===== src/rtl/lzc_arb_pkg.sv =====
// Shared types and constants for the shared first-set-bit arbiter.
package lzc_arb_pkg;

  localparam int unsigned LZC_W    = 64;
  localparam int unsigned IDX_W    = 6;
  localparam int unsigned CNT_W    = 7;
  // Widest requester ID supported (N_REQ up to 16).
  localparam int unsigned MAX_ID_W = 4;

  typedef struct packed {
    logic [MAX_ID_W-1:0] id;
    logic [IDX_W-1:0]    idx;
    logic [CNT_W-1:0]    lzc;
    logic                zero;
  } lzc_rsp_t;

  // Leading-zero count from the MSB index; an all-zero word counts as fully zero.
  function automatic logic [CNT_W-1:0] idx_to_lzc(logic [IDX_W-1:0] idx, logic zero);
    return zero ? CNT_W'(LZC_W) : CNT_W'(LZC_W - 1) - CNT_W'(idx);
  endfunction

endpackage


===== src/rtl/first_set_bit64.sv =====
// Combinational most-significant-set-bit finder for a 64-bit word.
module first_set_bit64
  import lzc_arb_pkg::*;
(
  input  logic [LZC_W-1:0] data,
  output logic [IDX_W-1:0] idx,
  output logic             zero
);

  // Ascending scan: the highest set bit is the last one to overwrite idx.
  always_comb begin
    idx = '0;
    for (int i = 0; i < LZC_W; i++) begin
      if (data[i]) idx = IDX_W'(i);
    end
  end

  assign zero = ~|data;

endmodule


===== src/rtl/lzc_rr_arbiter.sv =====
// Round-robin arbiter: search starts at ptr, pointer moves past the winner on advance.
module lzc_rr_arbiter #(
  parameter  int unsigned N_REQ = 4,
  localparam int unsigned ID_W  = $clog2(N_REQ)
) (
  input  logic             clk,
  input  logic             rst_n,
  input  logic [N_REQ-1:0] req,
  input  logic             advance,
  output logic [N_REQ-1:0] grant,
  output logic [ID_W-1:0]  grant_id
);

  logic [ID_W-1:0] ptr_q, ptr_d;
  logic [ID_W-1:0] lane;
  logic            found;

  // First requesting lane at or after ptr (cyclically) wins.
  always_comb begin
    grant    = '0;
    grant_id = '0;
    found    = 1'b0;
    lane     = '0;
    for (int unsigned i = 0; i < N_REQ; i++) begin
      lane = ID_W'((32'(ptr_q) + i) % N_REQ);
      if (!found && req[lane]) begin
        found       = 1'b1;
        grant[lane] = 1'b1;
        grant_id    = lane;
      end
    end
  end

  // Pointer moves to winner+1 only when the grant is actually taken.
  always_comb begin
    ptr_d = ptr_q;
    if (advance) begin
      ptr_d = (grant_id == ID_W'(N_REQ - 1)) ? '0 : grant_id + ID_W'(1);
    end
  end

  // Pointer register, synchronous reset.
  always_ff @(posedge clk) begin
    if (!rst_n) ptr_q <= '0;
    else        ptr_q <= ptr_d;
  end

endmodule


===== src/rtl/lzc_share_arbiter.sv =====
// Shares one first-set-bit unit between N_REQ lanes through a 2-stage elastic pipeline.
module lzc_share_arbiter
  import lzc_arb_pkg::*;
#(
  parameter  int unsigned N_REQ = 4,
  localparam int unsigned ID_W  = $clog2(N_REQ)
) (
  input  logic                   clk,
  input  logic                   rst_n,
  input  logic [N_REQ-1:0]       req_valid,
  input  logic [N_REQ*LZC_W-1:0] req_data,
  output logic [N_REQ-1:0]       req_ready,
  output logic                   rsp_valid,
  input  logic                   rsp_ready,
  output logic [ID_W-1:0]        rsp_id,
  output logic [IDX_W-1:0]       rsp_idx,
  output logic [CNT_W-1:0]       rsp_lzc,
  output logic                   rsp_zero
);

  logic [N_REQ-1:0] grant;
  logic [ID_W-1:0]  grant_id;
  logic [LZC_W-1:0] win_data;
  logic             accept;
  logic             s1_load_ok;
  logic             s2_load;

  logic             s1_valid_q, s1_valid_d;
  logic [LZC_W-1:0] s1_data_q, s1_data_d;
  logic [ID_W-1:0]  s1_id_q, s1_id_d;
  logic             s2_valid_q, s2_valid_d;
  lzc_rsp_t         s2_q, s2_d;

  logic [IDX_W-1:0] fsb_idx;
  logic             fsb_zero;
  logic             unused_id_hi;

  lzc_rr_arbiter #(
    .N_REQ (N_REQ)
  ) u_arb (
    .clk      (clk),
    .rst_n    (rst_n),
    .req      (req_valid),
    .advance  (accept),
    .grant    (grant),
    .grant_id (grant_id)
  );

  first_set_bit64 u_fsb (
    .data (s1_data_q),
    .idx  (fsb_idx),
    .zero (fsb_zero)
  );

  // s2 takes new data when empty or draining; s1 may load when empty or moving into s2.
  assign s2_load    = !s2_valid_q || rsp_ready;
  assign s1_load_ok = !s1_valid_q || s2_load;
  assign req_ready  = (rst_n && s1_load_ok) ? (grant & req_valid) : '0;
  assign accept     = |req_ready;
  assign win_data   = req_data[32'(grant_id) * LZC_W +: LZC_W];

  // Stage 1 next state: capture the winning lane's word and ID.
  always_comb begin
    s1_valid_d = s1_valid_q;
    s1_data_d  = s1_data_q;
    s1_id_d    = s1_id_q;
    if (s1_load_ok) begin
      s1_valid_d = accept;
      if (accept) begin
        s1_data_d = win_data;
        s1_id_d   = grant_id;
      end
    end
  end

  // Stage 2 next state: register the computed result; payload only changes on real data.
  always_comb begin
    s2_valid_d = s2_valid_q;
    s2_d       = s2_q;
    if (s2_load) begin
      s2_valid_d = s1_valid_q;
      if (s1_valid_q) begin
        s2_d.id   = MAX_ID_W'(s1_id_q);
        s2_d.idx  = fsb_idx;
        s2_d.lzc  = idx_to_lzc(fsb_idx, fsb_zero);
        s2_d.zero = fsb_zero;
      end
    end
  end

  // Pipeline registers, synchronous active-low reset discards anything in flight.
  always_ff @(posedge clk) begin
    if (!rst_n) begin
      s1_valid_q <= 1'b0;
      s1_data_q  <= '0;
      s1_id_q    <= '0;
      s2_valid_q <= 1'b0;
      s2_q       <= '0;
    end else begin
      s1_valid_q <= s1_valid_d;
      s1_data_q  <= s1_data_d;
      s1_id_q    <= s1_id_d;
      s2_valid_q <= s2_valid_d;
      s2_q       <= s2_d;
    end
  end

  assign rsp_valid    = s2_valid_q;
  assign rsp_id       = s2_q.id[ID_W-1:0];
  assign rsp_idx      = s2_q.idx;
  assign rsp_lzc      = s2_q.lzc;
  assign rsp_zero     = s2_q.zero;
  assign unused_id_hi = ^s2_q.id;

endmodule


===== config.mk =====
export PLATFORM = sky130hd
export DESIGN_NAME = lzc_share_arbiter
export DESIGN_NICKNAME = d
export VERILOG_FILES = /design/src/rtl/lzc_arb_pkg.sv /design/src/rtl/first_set_bit64.sv /design/src/rtl/lzc_rr_arbiter.sv /design/src/rtl/lzc_share_arbiter.sv
export SDC_FILE = /design/constraint.sdc
export NUM_CORES = 1
export LEC_CHECK = 0
export BUFFER_PORTS_ARGS = -buffer_cell sky130_fd_sc_hd__buf_4
export CAP_MARGIN = 15
export CELL_PAD_IN_SITES_DETAIL_PLACEMENT = 0
export CELL_PAD_IN_SITES_GLOBAL_PLACEMENT = 1
export CORE_ASPECT_RATIO = 0.75
export CORE_MARGIN = 4
export CORE_UTILIZATION = 32
export CTS_BUF_LIST = sky130_fd_sc_hd__clkbuf_8
export DETAILED_ROUTE_END_ITERATION = 16
export PLACE_DENSITY = 0.89
export SETUP_SLACK_MARGIN = 0.02
export SLEW_MARGIN = 40
export SYNTH_ARGS = -nofsm -noshare
export SYNTH_HDL_FRONTEND = slang
export SYNTH_SLANG_ARGS = --single-unit

===== constraint.sdc =====
create_clock -name clk -period 2.8 [get_ports clk]
set_input_delay 0.56 -clock clk [delete_from_list [all_inputs] [get_ports clk]]
set_output_delay 0.56 -clock clk [all_outputs]
set_load 0.02 [all_outputs]

==> reports/results.ini <==
[setup_path]
critical_path_class=register to output pin
crit_path_end_kind=output pin
critical_path_arrival_ns=2.26
crit_required_ns=2.24
cpPeakStageDelay_ns=0.34
cp_cell_sequence=inv_2, ha_4, buf_4, o21ai_1, a21o_1, a221o_1, a32oi_2, inv_1, buf_6
worstSetupStartpointType=register
crit_family=compound AO/OA/AOI/OAI gates
slowest_stage=dfxtp_2
path_max_fanout=7
critPathBufInv=4

[final_layout]
nets=1272
syn2layout_area_growth_pct=45.24
drive_above_1_share_pct=42.54
stdcell_count=1259
insertedDiodeCount=0
final_core_util_pct=48.04

[floorplanning]
ios=284
initial_core_util_pct=33.08
fp.dieW_um=172.4
die-area_mm2=0.02262
core_mm2=0.01960
row_count=44
die-height_um=131.3

[clocking]
clk_path_buf_depth=2
ctsHtreeMaxLevel=3
clkSinkCount=85
worstSkewPairLatency_ns=0.35
hold_buffers=0
path_clk_slew_ns=0.09
cts_inserted_buffers=9
cts_tree=done
cts_root_buf=clkbuf_8

[synth]
ys_types=57
synth_fa_ha_area_share_pct=1.544
ys_top_cells_by_area=mux2i_1 31%, dfxtp_1 26%, mux2_2 11%, nand2_1 5.6%, buf_4 2.0%
synth_edf_count=0
synth_top_family_by_area=multiplexers
yosys.area_share.simple_pct=14.21
yosysSeqAreaShare_pct=26.25
synthCells=712
synth_mux_area_share_pct=42.19
synthArstFlopShare_pct=0
synth_area_mm2=0.006482
yosys_register_bits=85
syn-num-nets=983
synth_compound_area_share_pct=10.17
syn_avg_cell_area_um2=9.105
synth_top_flop_cell=dfxtp_1
yosysWarnings=0
synth_top_area_share_pct=30.73
yosysTopAreaCell=mux2i_1
yosys.area_share.xor_xnor_pct=0.1351

[power]
ir_drop_mv=0.3875
power_leakage_nw=4.929
power_density_mw_per_mm2=982.5

[global_route]
use_met3_pct=4.294
grt-ovfl-total=0
grt_pass1_wl_um=30790
met2_usage_pct=26.75
grt_max_degree=88
use_met1_pct=21.87
antenna_found_initial=0
grt_pass1_vias=6300
grt_use_total_pct=16.40
gr-max-usage-layer=met2

[placed_design]
routabilityCongestion=0.8003
placed_cells=1228
dp_hpwl_um=15600
io_buffers=283
post-place-ws_ns=-0.05147

[sta]
max_slew_margin_pct=59.57
grt_setup_unrepaired=yes
finalSetupTns_ns=-0.02800
setup_viol=2
worst_slew_pin_slew_ns=0.5989
hold_violations=0
fin_ws_ns=-0.01611
finalCritPeriodShare_pct=100.6
final-max-slew-violation-count=0
min_period_ns=2.816
skew_ns=0.007783
timing.fmax_mhz=355.1

[routing]
drc=0
vias_per_cell=5.019
dr.pass1.iters=5
routed_wl_um=20230
detail-route-antenna-nets=0
wl_per_cell_um=16.07
num_vias=6319
drt_iter0_drc=263

[outcome]
failed_checks=setup timing
status=complete, but fails checks

[run]
maxCapViolCount=0

[min_path]
hp-class=register to register

## worst paths after layout
| check | from | end | slack (ns) | depth (start not counted) |
|---|---|---|---|---|
| max reg2reg | register | s1_data_q[59]$_SDFFE_PN0P_ | 0.13 | 12 |
| max | register | req_ready[0] | -0.02 | 9 |
| min | s1_id_q[1]$_SDFFE_PN0P_ | s1_id_q[1]$_SDFFE_PN0P_ | 0.46 | 2 |
| min reg2reg | s1_id_q[1]$_SDFFE_PN0P_ | s1_id_q[1]$_SDFFE_PN0P_ | 0.46 | 2 |
## routing by layer
layer	vias to the layer above	wire length (µm)
met5	-	0
met4	0	226
met3	19	1645
met2	247	9146
met1	2879	9215
li1	3174	-
## registers in the layout, summed over array words and instances, names as in the netlist, named ones only
name,count
s1_data_q,64
rsp_lzc,7
rsp_idx,6
rsp_id,2
s1_id_q,2
rsp_valid,1
s1_valid_q,1
u_arb.ptr_q,1
## cells in the mapped netlist, types with 10 or more instances
master and number:
mux2i_1 199, nand2_1 96, dfxtp_1 85, mux2_2 66, nor2_1 32, inv_1 19
buf_4 17, buf_2 15, clkbuf_1 14, a21oi_1 11, nor4_1 11, nor2b_1 10
nor3_1 10, o21ai_0 10, or4_1 10
## timing repair
item	CTS	global route
setup buffers	5	7
endpoints found under the setup margin	68	54
gates cloned	0	3
pin swaps	6	2
resized for setup	16	5
## final cells by class
cell class                 count  area [µm²]
fill                        1910       10180
clock inverter                 5       41.29
inverter                      19       71.32
tap                          253       316.6
clock buffer                  11       151.4
sequential                    85        1704
timing repair buffer         326        2626
multi-input combinational    560        4504
## kinds of logic (layout without fill, tap and decap cells)
| kind of cell | count (synthesis) | in the layout |
|---|---|---|
| compound gates | 88 | 88 |
| xor+xnor | 1 | 1 |
| fa+ha+maj | 8 | 8 |
| buf+inv | 67 | 361 |
| flops | 85 | 85 |
| mux | 265 | 265 |
| simple gates | 198 | 198 |
## placed cells by master, fill, tap and decap left out, types with 4 or more instances in the layout
cell type | netlist | layout
nor3_1 | 10 | 10
clkbuf_8 | 0 | 11
nand2_1 | 96 | 96
a21oi_1 | 11 | 9
buf_12 | 0 | 7
a221o_1 | 4 | 4
o211a_1 | 6 | 6
and2_1 | 6 | 6
or4_1 | 10 | 10
o21ai_0 | 10 | 9
mux2i_1 | 199 | 199
a21boi_0 | 6 | 6
dfxtp_1 | 85 | 83
buf_4 | 17 | 310
nand3_1 | 7 | 7
nor2b_1 | 10 | 9
o31ai_1 | 6 | 6
nor2_1 | 32 | 32
mux2_2 | 66 | 66
buf_6 | 0 | 5
o21bai_1 | 5 | 5
a211oi_1 | 4 | 4
a32oi_2 | 0 | 4
nand2b_1 | 6 | 5
inv_1 | 19 | 17
nor4_1 | 11 | 11
ha_1 | 8 | 7
## report_power, final
| group | internal, mW | switching (mW) | leakage (nW) |
|---|---|---|---|
| logic | 3.34 | 2.91 | 4.13 |
| registers | 1.70 | 0.452 | 0.705 |
| clock network | 0.381 | 0.474 | 0.0930 |
## per-stage QoR
stage	hold slack (ns)	area (µm²)	total power [mW]
2_1_floorplan	0.4383	6490	6.392
3_3_place_gp	0.4460	8957	7.892
3_5_place_dp	0.4548	8957	7.943
4_1_cts	0.4682	9245	8.960
5_1_grt	0.4844	9415	9.973
6_report	0.4648	9415	9.251
## worst reg2reg max path: stages (launching register included)
cell,delay [ns]
dfxtp_2,0.34
inv_2,0.05
ha_4,0.29
buf_4,0.14
o21ai_1,0.10
a21o_1,0.20
a221o_1,0.32
a32oi_2,0.20
buf_4,0.15
and4_4,0.25
buf_12,0.15
clkbuf_16,0.21
mux2i_1,0.21
Note: power is estimated with default switching activity, not from simulation.
